==> src/rtl/pc_seq_if.sv <==
// Fetch-stage PC sequencer bundle: next-PC controls from the pipeline
// and the registered PC state back out.
interface pc_seq_if #(
    parameter int PC_W = 8
);
    logic [PC_W-1:0] pc_inc;
    logic            branch_taken;
    logic [PC_W-1:0] branch_target;
    logic            jump_en;
    logic [PC_W-1:0] jump_target;
    logic            link_en;
    logic            stall;
    logic            halt_req;
    logic            resume;
    logic [PC_W-1:0] pc;
    logic            flush;
    logic [PC_W-1:0] link_addr;
    logic            halted;

    modport master (
        output pc_inc, branch_taken, branch_target,
        output jump_en, jump_target, link_en,
        output stall, halt_req, resume,
        input  pc, flush, link_addr, halted
    );

    modport slave (
        input  pc_inc, branch_taken, branch_target,
        input  jump_en, jump_target, link_en,
        input  stall, halt_req, resume,
        output pc, flush, link_addr, halted
    );
endinterface

==> src/rtl/pc_sequencer.sv <==
// KGP_RISC fetch PC register and next-PC selector with one-deep
// redirect buffer for stalls, link capture and halt/resume.
module pc_sequencer #(
    parameter int              PC_W     = 8,
    parameter logic [PC_W-1:0] RESET_PC = '0
) (
    input logic   clk,
    input logic   rst,
    pc_seq_if.slave bus
);
    typedef enum logic {
        RUN,
        HALT
    } state_t;

    state_t          state;
    logic [PC_W-1:0] pc_q;
    logic [PC_W-1:0] link_q;
    logic [PC_W-1:0] pend_target;
    logic            pend_valid;
    logic            flush_q;
    logic            halted_q;

    logic            redirect;
    logic            do_link;
    logic [PC_W-1:0] target;

    assign redirect = bus.jump_en | bus.branch_taken;
    assign do_link  = bus.jump_en & bus.link_en;
    assign target   = bus.jump_en ? bus.jump_target
                                  : bus.branch_target;

    always_ff @(posedge clk) begin
        if (rst) begin
            state       <= RUN;
            pc_q        <= RESET_PC;
            link_q      <= '0;
            pend_target <= '0;
            pend_valid  <= 1'b0;
            flush_q     <= 1'b0;
            halted_q    <= 1'b0;
        end else begin
            flush_q <= 1'b0;
            case (state)
                RUN: begin
                    if (bus.stall) begin
                        // Oldest redirect wins while stalled.
                        if (redirect && !pend_valid) begin
                            pend_target <= target;
                            pend_valid  <= 1'b1;
                            if (do_link) link_q <= bus.pc_inc;
                        end
                    end else if (pend_valid) begin
                        pc_q       <= pend_target;
                        pend_valid <= 1'b0;
                        flush_q    <= 1'b1;
                    end else if (bus.halt_req) begin
                        state    <= HALT;
                        halted_q <= 1'b1;
                    end else if (redirect) begin
                        pc_q    <= target;
                        flush_q <= 1'b1;
                        if (do_link) link_q <= bus.pc_inc;
                    end else begin
                        pc_q <= bus.pc_inc;
                    end
                end
                HALT: begin
                    if (bus.resume) begin
                        state    <= RUN;
                        halted_q <= 1'b0;
                        pc_q     <= bus.pc_inc;
                    end
                end
                default: state <= RUN;
            endcase
        end
    end

    assign bus.pc        = pc_q;
    assign bus.flush     = flush_q;
    assign bus.link_addr = link_q;
    assign bus.halted    = halted_q;
endmodule

==> src/flat_wrapper.sv <==
// flat-port wrapper written by rule: the top's interface ports become plain ports
module pc_sequencer_flat 
#(
    parameter int              PC_W     = 8,
    parameter logic [PC_W-1:0] RESET_PC = '0
)
  (clk, rst, bus_pc_inc, bus_branch_taken, bus_branch_target, bus_jump_en, bus_jump_target, bus_link_en, bus_stall, bus_halt_req, bus_resume, bus_pc, bus_flush, bus_link_addr, bus_halted);
  pc_seq_if #(.PC_W(PC_W)) bus_i ();
  input logic clk;
  input logic rst;
  input wire logic [$bits(bus_i.pc_inc)-1:0] bus_pc_inc;
  input wire logic [$bits(bus_i.branch_taken)-1:0] bus_branch_taken;
  input wire logic [$bits(bus_i.branch_target)-1:0] bus_branch_target;
  input wire logic [$bits(bus_i.jump_en)-1:0] bus_jump_en;
  input wire logic [$bits(bus_i.jump_target)-1:0] bus_jump_target;
  input wire logic [$bits(bus_i.link_en)-1:0] bus_link_en;
  input wire logic [$bits(bus_i.stall)-1:0] bus_stall;
  input wire logic [$bits(bus_i.halt_req)-1:0] bus_halt_req;
  input wire logic [$bits(bus_i.resume)-1:0] bus_resume;
  output wire logic [$bits(bus_i.pc)-1:0] bus_pc;
  output wire logic [$bits(bus_i.flush)-1:0] bus_flush;
  output wire logic [$bits(bus_i.link_addr)-1:0] bus_link_addr;
  output wire logic [$bits(bus_i.halted)-1:0] bus_halted;
  assign bus_i.pc_inc = bus_pc_inc;
  assign bus_i.branch_taken = bus_branch_taken;
  assign bus_i.branch_target = bus_branch_target;
  assign bus_i.jump_en = bus_jump_en;
  assign bus_i.jump_target = bus_jump_target;
  assign bus_i.link_en = bus_link_en;
  assign bus_i.stall = bus_stall;
  assign bus_i.halt_req = bus_halt_req;
  assign bus_i.resume = bus_resume;
  assign bus_pc = bus_i.pc;
  assign bus_flush = bus_i.flush;
  assign bus_link_addr = bus_i.link_addr;
  assign bus_halted = bus_i.halted;
  pc_sequencer #(.PC_W(PC_W), .RESET_PC(RESET_PC)) u_core (.clk(clk), .rst(rst), .bus(bus_i));
endmodule
==> config.mk <==
export PLATFORM = sky130hd
export DESIGN_NAME = pc_sequencer_flat
export DESIGN_NICKNAME = d
export VERILOG_FILES = /design/src/rtl/pc_seq_if.sv /design/src/rtl/pc_sequencer.sv /design/src/flat_wrapper.sv
export SDC_FILE = /design/constraint.sdc
export NUM_CORES = 1
export LEC_CHECK = 0
export CORE_UTILIZATION = 42
export DETAILED_ROUTE_END_ITERATION = 7
export GPL_TIMING_DRIVEN = 0
export PLACE_DENSITY_LB_ADDON = 0.25
export SLEW_MARGIN = 15
export SYNTH_ARGS = -nofsm -noshare
export SYNTH_HDL_FRONTEND = slang
export SYNTH_SLANG_ARGS = --single-unit
==> constraint.sdc <==
create_clock -name clk -period 1.1 [get_ports clk]
set_input_delay 0.22 -clock clk [delete_from_list [all_inputs] [get_ports clk]]
set_output_delay 0.22 -clock clk [all_outputs]
set_load 0.01 [all_outputs]
[Word-level counts from Yosys, hierarchy flattened]
Cells that the tools add are included.
Storage, ports and cells
  flip-flop bits (word level): 28
  input bits: 32
  output and inout port bits: 18
  logic and storage cells: 55
Cells by class
  equality and inequality tests: 8
  mux-type cells: 28
  bitwise logic cells: 3
  reductions and logical operators: 9
Operator list (number)
  $mux 8: 12
  $pmux 8 s2: 1
  $mux 1: 13
  $ne 2x2->1 const B: 6
  $reduce_and 3->1: 2
  $reduce_and 5->1: 1
  $pmux 1 s2: 2
  $reduce_and 4->1: 1
  $ne 3x2->1 const B: 1
  $reduce_or 3->1: 1
  $ne 2x1->1 const B: 1
  $reduce_and 2->1: 1
  $reduce_bool 2->1: 1
  $and 1x1->1: 1
  $logic_and 1x1->1: 1
  $logic_not 1->1: 1
  $not 1->1: 1
  $or 1x1->1: 1

[Longest topological paths before layout]
  depth after elaboration: 6
  gate-level depth with buffers: 6
  mapped depth without buffers: 3

[Least setup slack after synthesis]
Ideal clock, no wire load.
  kind: register to register
  start point: reg u_core.state
  end point: reg u_core.pend_target[0]
  library setup time: 0.145 ns
  data arrival time: 1.095 ns
  path slack: -0.139 ns
  stages on the path, launching flop included: 6
  period minus slack after synthesis: 1.239 ns
  cells stage by stage: dfxtp_1 buf_6 nor3b_4 and2_4 buf_6 a211oi_2
Between the ends
  cells in the longest elaborated chain, start to end: 2
Ends and longest elaborated chain
  start: declaration: RTL line pc_sequencer.sv:16  | state_t state;
  start signal: assignment: RTL line pc_sequencer.sv:35  | state <= RUN;
  start signal: assignment: RTL line pc_sequencer.sv:58  | state <= HALT;
  start signal: assignment: RTL line pc_sequencer.sv:70  | state <= RUN;
  $not 1->1 (no line)
  $reduce_and 3->1 (no line)
  end signal: assignment: RTL line pc_sequencer.sv:49  | pend_target <= target;
  end: declaration: RTL line pc_sequencer.sv:19  | logic [PC_W-1:0] pend_target;
No other way between the ends.
A chain may end at the register's enable or synchronous reset.

[Worst setup path in the final report]
  start point: in bus_stall
  end point: reg u_core.link_q[5], in the netlist u_core.bus.link_addr[5]
Between the ends
  cells in the longest elaborated chain, start to end: 2
Ends and longest elaborated chain
  start: declaration: RTL line flat_wrapper.sv:17  | input wire logic [$bits(bus_i.stall)-1:0] bus_stall;
  $ne 2x2->1 (no line), or another cell as far along
  $reduce_and 5->1 (no line)
  end signal: assignment: RTL line pc_sequencer.sv:51  | if (do_link) link_q <= bus.pc_inc;
  end signal: assignment: RTL line pc_sequencer.sv:63  | if (do_link) link_q <= bus.pc_inc;
  end: declaration: RTL line pc_sequencer.sv:18  | logic [PC_W-1:0] link_q;
Parallel ways exist; a longest one is shown, timed or not.

==> flow_metrics.tcl <==
set metrics [dict create \
    routed_wl_um 4944 \
    hp-class "input port to flip-flop" \
    drcViolationCount 0 \
    ctsHoldBuffers 0 \
    violations "negative setup slack" \
    via_per_inst 5.804 \
    rr_worst_depth 4 \
    critPathKind "input port to flip-flop" \
    num_rows 22 \
    core_area_mm2 0.003661 \
    synth_cell_types 35 \
    startpoint "bus_stall" \
    io_pins 50 \
    layout-drive-gt1-share 0.3833 \
    synthCells 173 \
    slew_violations 0 \
    clk_latency_ns 0.28 \
    r2r_end "u_core.bus.pc[4]$_SDFFE_PP0P_" \
    drt-initial-drc-count 106 \
    syn2layout_area_growth_pct 50.82 \
    startpoint_type "input port" \
    cts_tree "yes" \
    clock_sinks 28 \
    antenna_found_initial 0 \
    leakage_nw 0.8991 \
    ys.warnings.count 0 \
    overflow 0 \
    netlist_area_mm2 0.001603 \
    synth-main-ff-cell "dfxtp_1" \
    layout_setup_ws_ns -0.1467 \
    worstPathArrival_ns 1.47 \
    synth_top_cell_by_area "dfxtp_1" \
    finalCritPeriodShare 1.133 \
    hpwl_um 3168 \
    pwr_density_cell_mw_per_mm2 1100 \
    postRouteAntennaNets 0 \
    syn-num-nets 205 \
    grt_max_degree 16 \
    initial_core_util 0.4378 \
    clk_path_buf_depth 2 \
    peakVddDrop_mv 0.6474 \
    clk_pin_slew_ns 0.10 \
    seq_area_frac_synth 0.3497 \
    die_y_um 63.78 \
    critPathMaxFanout 8 \
    grt_pass1_vias 1424 \
    max_freq_mhz 802.1 \
    post_drt_wl_per_cell_um 17.98 \
    hold_ws_ns 0.2911 \
    placed_area_mm2 0.002163 \
    rsz0062_at_grt "yes" \
    finalSetupViolCount 26 \
    synth.area.top_cells "dfxtp_1 (35%), a21oi_1 (8.7%), a211oi_2 (6.2%)" \
    portBuffers 47 \
    required_ns 1.32 \
    syn_area_per_cell_um2 9.265 \
    min_period_ns 1.247 \
    die_x_um 63.78 \
    status "complete, but fails checks" \
    synth_top_cell_area_share 0.3497 \
    skew_ns 0.01017 \
    hold_path_end "u_core.bus.pc[3]$_SDFFE_PP0P_" \
    root_buffer "clkbuf_8" \
    gpl.final_weighted_congestion 0.7957 \
    antenna_cells 0 \
    grt_pass1_wl_um 7113 \
    dieArea_mm2 0.004067 \
    r2r_slack_ns -0.14 \
    grt.total_usage 0.2236 \
    fin_area_mm2 0.002417 \
    fillers 291 \
    synth_seq_cells 28 \
    synth_edf_count 0 \
    finalPower_mw 2.660 \
    relSlewSlack 0.4725 \
    h-tree-depth 1 \
    dp_slack_ns -0.7240 \
    tightest_slew_ns 0.7913 \
    worstReg2RegStart "u_core.state$_SDFF_PP0_" \
    synth_common_cells "a21oi_1 (28), dfxtp_1 (28), o21ai_0 (9)" \
    holdPathStages 2 \
    ys_async_sr_fraction 0 \
    via_count 1596 \
    cts_buffers 3 \
    hold_viol_final 0 \
    cap_violations 0 \
    min_from "rst" \
    final_net_count 260 \
    cp-end-kind "flip-flop" \
    firstDrtPassIters 4 \
]
==> flip-flops by register name, indices dropped and copies added (netlist names) <==
name and cells:
u_core.bus.flush 1, u_core.bus.halted 1, u_core.bus.link_addr 8, u_core.bus.pc 8
u_core.pend_target 8, u_core.pend_valid 1, u_core.state 1
==> logic make-up after synthesis <==
group,after synthesis,share of synthesized area
DFF,28,0.3497
AOI/OAI and AO/OA,70,0.3115
and+or+nand+nor,49,0.2233
buffers and inverters,18,0.06556
muxes,8,0.04996
==> layout make-up <==
cell class	count	area, um^2	area share
plain buffers	13	117.6	0.04865
clock buffers	4	55.05	0.02277
multi-input cells	128	1141	0.4720
well taps	48	60.06	0.02484
repair buffers	53	471.7	0.1951
inverters	1	3.754	0.001553
flip-flops and latches	28	568.0	0.2350
==> power by group <==
group	total [mW]	internal [mW]	switching, mW	leakage [nW]
clock network	0.656	0.321	0.335	0.0288
logic	0.843	0.429	0.415	0.639
registers	1.16	1.10	0.0642	0.232
==> timing repair <==
action                                  CTS  global route
endpoints found under the setup margin   46            42
resized for setup                        59            58
buffers inserted                          2             2
pin swaps                                 5            14
cloned                                    1             2
==> worst max path at each step <==
stage | to | slack (ns) | cells past startpoint
finish | u_core.bus.link_addr[5]$_SDFFE_PP0P_ | -0.15 | 5
global route | u_core.bus.link_addr[0]$_SDFFE_PP0P_ | -0.20 | 5
CTS | u_core.bus.pc[3]$_SDFFE_PP0P_ | -0.14 | 4
detailed placement | u_core.pend_target[6]$_SDFFE_PP0P_ | -0.72 | 5
global placement | u_core.pend_target[7]$_SDFFE_PP0P_ | -0.74 | 5
floorplan | u_core.pend_target[0]$_SDFFE_PP0P_ | -0.14 | 5
==> per-stage QoR <==
| stage | setup TNS, ns | std cells | util |
|---|---|---|---|
| final | -2.503 | 275 | 0.6603 |
| after global routing | -3.705 | 275 | 0.6603 |
| after CTS | -2.268 | 273 | 0.6278 |
| after detailed placement | -15.67 | 268 | 0.5909 |
| after global placement | -15.59 | 268 | 0.5909 |
| after floorplan | -1.839 | 173 | - |
==> routing by layer <==
layer  track usage  vias up  part of all wire
li1              -      774                 -
met1        0.3186      752              0.45
met2        0.3604       60              0.47
met3       0.02500       10             0.054
met4       0.04830        0             0.025
met5             0        -                 0
==> cell usage in the layout, fill, tap and decap left out, drive strengths merged <==
master          n
or2b            8
buf            14
clkdlybuf4s50  26
clkbuf         24
inv             1
a21oi          28
dlygate4sd2     3
nor4bb          1
a311oi          8
nor3b           1
nand3           8
and2            2
a211oi         16
nor2b           1
nor2            2
and3b           8
nand2b          7
mux2i           8
o21ai           9
clkdlybuf4s15   3
nor4            1
o2111ai         8
or3b            5
a21o            1
dfxtp          28
nand4bb         1
nand2           1
or3             3
or2             1
==> critical path: stages <==
cell and delay (ns):
dlygate4sd2_1 0.41, nand2b_1 0.18, clkbuf_1 0.36, nand3_1 0.17, a21oi_2 0.13
(Power assumes the default switching activity.)
